### config.mk
export PLATFORM = sky130hd
export DESIGN_NAME = knn_sched
export DESIGN_NICKNAME = d
export VERILOG_FILES = /design/src/rtl/knn_sched.sv
export SDC_FILE = /design/constraint.sdc
export NUM_CORES = 1
export LEC_CHECK = 0
export ABC_AREA = 1
export CAP_MARGIN = 20
export CORE_ASPECT_RATIO = 0.5
export CORE_MARGIN = 5
export CORE_UTILIZATION = 45
export DETAILED_ROUTE_END_ITERATION = 12
export DONT_BUFFER_PORTS = 1
export GPL_TIMING_DRIVEN = 0
export SYNTH_ARGS = -nofsm -noshare
export SYNTH_HDL_FRONTEND = slang
export SYNTH_SLANG_ARGS = --single-unit
export TNS_END_PERCENT = 30
### constraint.sdc
create_clock -name clk -period 6.1 [get_ports clk]
set_input_delay 0 -clock clk [delete_from_list [all_inputs] [get_ports clk]]
set_output_delay 0 -clock clk [all_outputs]
set_load 0.02 [all_outputs]
### src/rtl/knn_sched.sv
// Run-level scheduler for the kNN classifier: loads the database once, streams
// credit-limited queries into the systolic array and buffers winning labels.
`timescale 1ns/1ps
module knn_sched #(
  parameter int WORD_LEN  = 6,
  parameter int LBL_LEN   = 10,
  parameter int VECT_LEN  = 4,
  parameter int VECT_NUM  = 35,
  parameter int PIPE_LAT  = VECT_NUM + VECT_LEN,
  parameter int OUT_DEPTH = 4
) (
  input  logic                         clk,
  input  logic                         reset,
  input  logic                         start,
  input  logic                         reload,
  input  logic                         q_valid,
  output logic                         q_ready,
  input  logic [VECT_LEN*WORD_LEN-1:0] q_data,
  input  logic                         q_last,
  output logic                         ld_ena,
  input  logic                         ld_done,
  output logic [VECT_LEN*WORD_LEN-1:0] arr_qdata,
  output logic                         arr_qvalid,
  input  logic [LBL_LEN-1:0]           arr_lbl,
  output logic                         r_valid,
  input  logic                         r_ready,
  output logic [LBL_LEN-1:0]           r_label,
  output logic                         busy,
  output logic                         batch_done
);

  localparam int QW = VECT_LEN * WORD_LEN;
  localparam int PW = (OUT_DEPTH > 1) ? $clog2(OUT_DEPTH) : 1;
  localparam int CW = $clog2(OUT_DEPTH + 1);

  typedef enum logic [2:0] {
    S_IDLE,
    S_LOAD_REQ,
    S_LOAD_WAIT,
    S_RUN,
    S_DRAIN
  } state_t;

  state_t         state_q, state_d;
  logic           loaded_q, loaded_d;
  logic           seen_busy_q, seen_busy_d;
  logic [QW-1:0]  arr_qdata_q, arr_qdata_d;
  logic           arr_qvalid_q, arr_qvalid_d;
  logic [PIPE_LAT-1:0] tag_q, tag_d;
  logic [CW-1:0]  inflight_q, inflight_d;
  logic [CW-1:0]  fifo_count_q, fifo_count_d;
  logic [PW-1:0]  wr_ptr_q, wr_ptr_d;
  logic [PW-1:0]  rd_ptr_q, rd_ptr_d;
  logic [LBL_LEN-1:0] mem_q [OUT_DEPTH];

  logic           accept, capture, pop, credit_ok;
  logic [CW:0]    used;

  function automatic logic [PW-1:0] ptr_inc(input logic [PW-1:0] p);
    return (p == PW'(OUT_DEPTH - 1)) ? '0 : p + PW'(1);
  endfunction

  // Credits count both results still in the array and results parked in the
  // FIFO, so a capture always finds a free slot.
  assign used      = {1'b0, inflight_q} + {1'b0, fifo_count_q};
  assign credit_ok = used < (CW+1)'(OUT_DEPTH);
  assign capture   = tag_q[PIPE_LAT-1];
  assign pop       = r_valid && r_ready;
  assign accept    = q_valid && q_ready;

  assign busy       = (state_q != S_IDLE);
  assign arr_qdata  = arr_qdata_q;
  assign arr_qvalid = arr_qvalid_q;
  assign r_valid    = (fifo_count_q != '0);
  // Gating the head with r_valid gives a zero label out of reset without
  // having to clear the storage.
  assign r_label    = r_valid ? mem_q[rd_ptr_q] : '0;

  always_comb begin
    // NOTE: every signal written here gets a default first, so no path can
    // leave a value unassigned and infer a latch.
    state_d      = state_q;
    loaded_d     = loaded_q;
    seen_busy_d  = seen_busy_q;
    ld_ena       = 1'b0;
    batch_done   = 1'b0;
    q_ready      = (state_q == S_RUN) && credit_ok;
    arr_qvalid_d = accept;
    arr_qdata_d  = accept ? q_data : arr_qdata_q;
    tag_d        = PIPE_LAT'({tag_q, arr_qvalid_q});
    wr_ptr_d     = capture ? ptr_inc(wr_ptr_q) : wr_ptr_q;
    rd_ptr_d     = pop ? ptr_inc(rd_ptr_q) : rd_ptr_q;

    case ({accept, capture})
      2'b10:   inflight_d = inflight_q + CW'(1);
      2'b01:   inflight_d = inflight_q - CW'(1);
      default: inflight_d = inflight_q;
    endcase

    case ({capture, pop})
      2'b10:   fifo_count_d = fifo_count_q + CW'(1);
      2'b01:   fifo_count_d = fifo_count_q - CW'(1);
      default: fifo_count_d = fifo_count_q;
    endcase

    unique case (state_q)
      S_IDLE: begin
        if (reload) loaded_d = 1'b0;
        // A reload in the same cycle as start wins, forcing a fresh load.
        if (start) state_d = (loaded_q && !reload) ? S_RUN : S_LOAD_REQ;
      end
      S_LOAD_REQ: begin
        ld_ena      = 1'b1;
        seen_busy_d = 1'b0;
        state_d     = S_LOAD_WAIT;
      end
      S_LOAD_WAIT: begin
        // ld_done only counts once the loader has been seen busy.
        if (seen_busy_q && ld_done) begin
          loaded_d = 1'b1;
          state_d  = S_RUN;
        end else if (!ld_done) begin
          seen_busy_d = 1'b1;
        end
      end
      S_RUN: begin
        if (accept && q_last) state_d = S_DRAIN;
      end
      S_DRAIN: begin
        if (inflight_q == '0) begin
          batch_done = 1'b1;
          state_d    = S_IDLE;
        end
      end
      default: state_d = S_IDLE;
    endcase
  end

  // NOTE: sequential state uses non-blocking assignments so every flop
  // samples the pre-edge values regardless of statement order.
  always_ff @(posedge clk) begin
    if (reset) begin
      state_q      <= S_IDLE;
      loaded_q     <= 1'b0;
      seen_busy_q  <= 1'b0;
      arr_qdata_q  <= '0;
      arr_qvalid_q <= 1'b0;
      tag_q        <= '0;
      inflight_q   <= '0;
      fifo_count_q <= '0;
      wr_ptr_q     <= '0;
      rd_ptr_q     <= '0;
    end else begin
      state_q      <= state_d;
      loaded_q     <= loaded_d;
      seen_busy_q  <= seen_busy_d;
      arr_qdata_q  <= arr_qdata_d;
      arr_qvalid_q <= arr_qvalid_d;
      tag_q        <= tag_d;
      inflight_q   <= inflight_d;
      fifo_count_q <= fifo_count_d;
      wr_ptr_q     <= wr_ptr_d;
      rd_ptr_q     <= rd_ptr_d;
    end
  end

  // NOTE: the label storage is intentionally not reset; fifo_count and the
  // r_label gate make stale entries unobservable.
  always_ff @(posedge clk) begin
    if (capture) mem_q[wr_ptr_q] <= arr_lbl;
  end

endmodule

==> flow_summary.toml <==
[yosys]
synth-main-ff-cell = "dfxtp_1"
yosys-top-cells-area = "dfxtp_1, edfxtp_1, nor2_1"
synthTopCellsByCount = "nor2_1, dfxtp_1, inv_1"
yosys_warnings = 0
ys_seq_elements = 121
synth_seq_area_share = 0.627
synth_nets = 531
syn-cell-area_um2 = 4500
netlist.area_leader.share = 0.360
synthDistinctLibCells = 26
synth.most_common_cell = "nor2_1"
yosysTopAreaCell = "dfxtp_1"
ys_async_sr_fraction = 0
synth_edf_count = 40
postSynthAreaPerCell_um2 = 9.41
syn-instance-count = 478

[clock_tree]
cts_made_buffers = 17
clk_pin_slew_ps = 50
h-tree-depth = 4
cts-root-buf = "clkbuf_16"
cts_tree = "done"
clock_sinks = 121
clock_latency_ps = 400
clockBufferDepth = 2

[final_layout]
multi_input_area_um2 = 1280
finish.net_count = 589
seq_area_um2 = 2820
instances_no_fill = 684
syn_to_final_growth_pct = 26.4
n_fill_cell = 830
drive_above_1_share = 0.0710
antennaDiodeCount = 0
fin_area_um2 = 5690

[placed_design]
dpl.hpwl_mm = 5.83
place_congestion = 0.733
dpl.cell_count = 613
placed_cell_area_um2 = 4670
io_buffers = 0

[setup_path]
cp.arrival_ps = 2850
cp_max_fo = 10
worst_setup_path_start_kind = "flop"
worstSetupPathType = "reg2reg"
critical_path_required_ps = 6430
cp-end-kind = "flop"

[timing]
worst_slew_pin_slew_ps = 924
min_period_ps = 2520
clock-skew-final_ps = 7.54
setup_viol = 0
hold_violations = 0
fmax_mhz = 398
tns_ps = 0
rsz0062_at_grt = "no"
finalCritPeriodShare = 0.412
drv_slew = 0
slew-limit-headroom = 0.379

[drt]
ant_nets = 0
drtIter0Drc = 158
num_vias = 3157
first_pass_iters = 4
drt-total-wl_mm = 9.29
drc = 0
wire_per_inst_um = 13.6
via_per_inst = 4.62

[die]
start_util = 0.469
die_x_um = 151
core_um2 = 9600
io_pins = 82
die_h_um = 80.7
rows = 25
die_area_um2 = 12200

[pwr]
p_leak_nw = 2.17
ir_worst_vdd_mv = 0.210
power.density_nw_per_um2 = 385

[global_route]
grt_first_pass_wirelength_mm = 15.2
track_usage = 0.166
gr-total-overflow = 0
antenna_found_initial = 0
grt_pass1_vias = 3112
grt_max_degree = 17

[outcome]
status = "complete, no violations"

[worst_hold_path]
hold_class = "in2reg"

[job]
maxCapViolCount = 0
-- registers in the layout, summed over array words and instances, names as in the netlist, named ones only --
register / cells
wr_ptr_q: 2
state_q: 3
seen_busy_q: 1
inflight_q: 3
arr_qvalid: 1
fifo_count_q: 3
mem_q: 40
loaded_q: 1
rd_ptr_q: 2
tag_q: 39
arr_qdata: 24
-- cells in the final DEF (no fill, tap or decap), drive strengths merged --
cell type / n
nor2: 89
dfxtp: 81
inv: 74
a21oi: 47
clkbuf: 42
nand2: 41
edfxtp: 40
dlygate4sd3: 39
o21ai: 32
nand3: 32
ha: 9
buf: 7
clkinv: 5
nor3: 2
fa: 2
nor3b: 1
o211a: 1
nand4: 1
or2: 1
o211ai: 1
a211oi: 1
bufinv: 1
-- metrics by stage --
step           total power, mW  hold slack (ps)  worst slack, ps  utilization
2_1_floorplan             1.10             98.9             3880            -
3_3_place_gp              1.16             99.1             3590        0.486
3_5_place_dp              1.16             99.1             3580        0.486
4_1_cts                   2.21             60.6             3570        0.592
5_1_grt                   2.29              112             3360        0.592
6_report                  2.19             79.7             3580        0.592
-- cell families (layout without fill, tap and decap cells) --
group           count (synthesis)  after routing  synth area share
compound gates                 82             82            0.0934
fa+ha+maj                      11             11            0.0339
buf+inv                        97            168            0.0887
flops                         121            121             0.627
simple gates                  167            167             0.157
-- critical path: stages (launching register included) --
cell and delay [ps]:
dfxtp_1 310, ha_1 280, nor2_1 80, nand2_1 110
nor3b_4 460, nand2_4 160, buf_6 190, ha_1 170
inv_1 90, fa_1 190, a21oi_1 60, o21ai_0 110
o21ai_0 110, a21oi_1 120
-- area by class of cell --
type	count	share of cell area
Timing Repair Buffer	39	0.0687
Multi-Input combinational cell	260	0.225
Tap cell	135	0.0297
Buffer	21	0.0200
Sequential cell	121	0.496
Inverter	76	0.0502
Clock buffer	28	0.102
Clock inverter	4	0.00792
-- path summary, 6_finish.rpt --
kind                                 to                  startpoint  slack [ps]  cells after the start
max          inflight_q[2]$_SDFFE_PP0P_  inflight_q[2]$_SDFFE_PP0P_        3580                     13
min           arr_qdata[0]$_SDFFE_PP0P_                     q_valid          80                      3
max reg2reg  inflight_q[2]$_SDFFE_PP0P_  inflight_q[2]$_SDFFE_PP0P_        3580                     13
min reg2reg        tag_q[15]$_SDFF_PP0_        tag_q[14]$_SDFF_PP0_         400                      2
-- report_power, final --
part	leakage (nW)	switching [mW]	internal [mW]
combinational	0.846	0.196	0.0850
clock	0.311	0.330	0.689
sequential	1.01	0.0298	0.859
total	2.17	0.556	1.63
-- metal layers --
| layer | vias up | share of wire | GRT usage |
|---|---|---|---|
| li1 | 1645 | - | - |
| met5 | - | 0 | 0 |
| met2 | 84 | 0.44 | 0.260 |
| met4 | 0 | 0.015 | 0.0759 |
| met3 | 14 | 0.076 | 0.0648 |
| met1 | 1414 | 0.47 | 0.203 |
-- repair_timing --
item	CTS	global route
buffers inserted	0	0
resized for setup	0	0
hold endpoints to repair	73	0
endpoints found under the setup margin	0	0
hold buffers	39	0
Power figures use the tool's default switching activity.
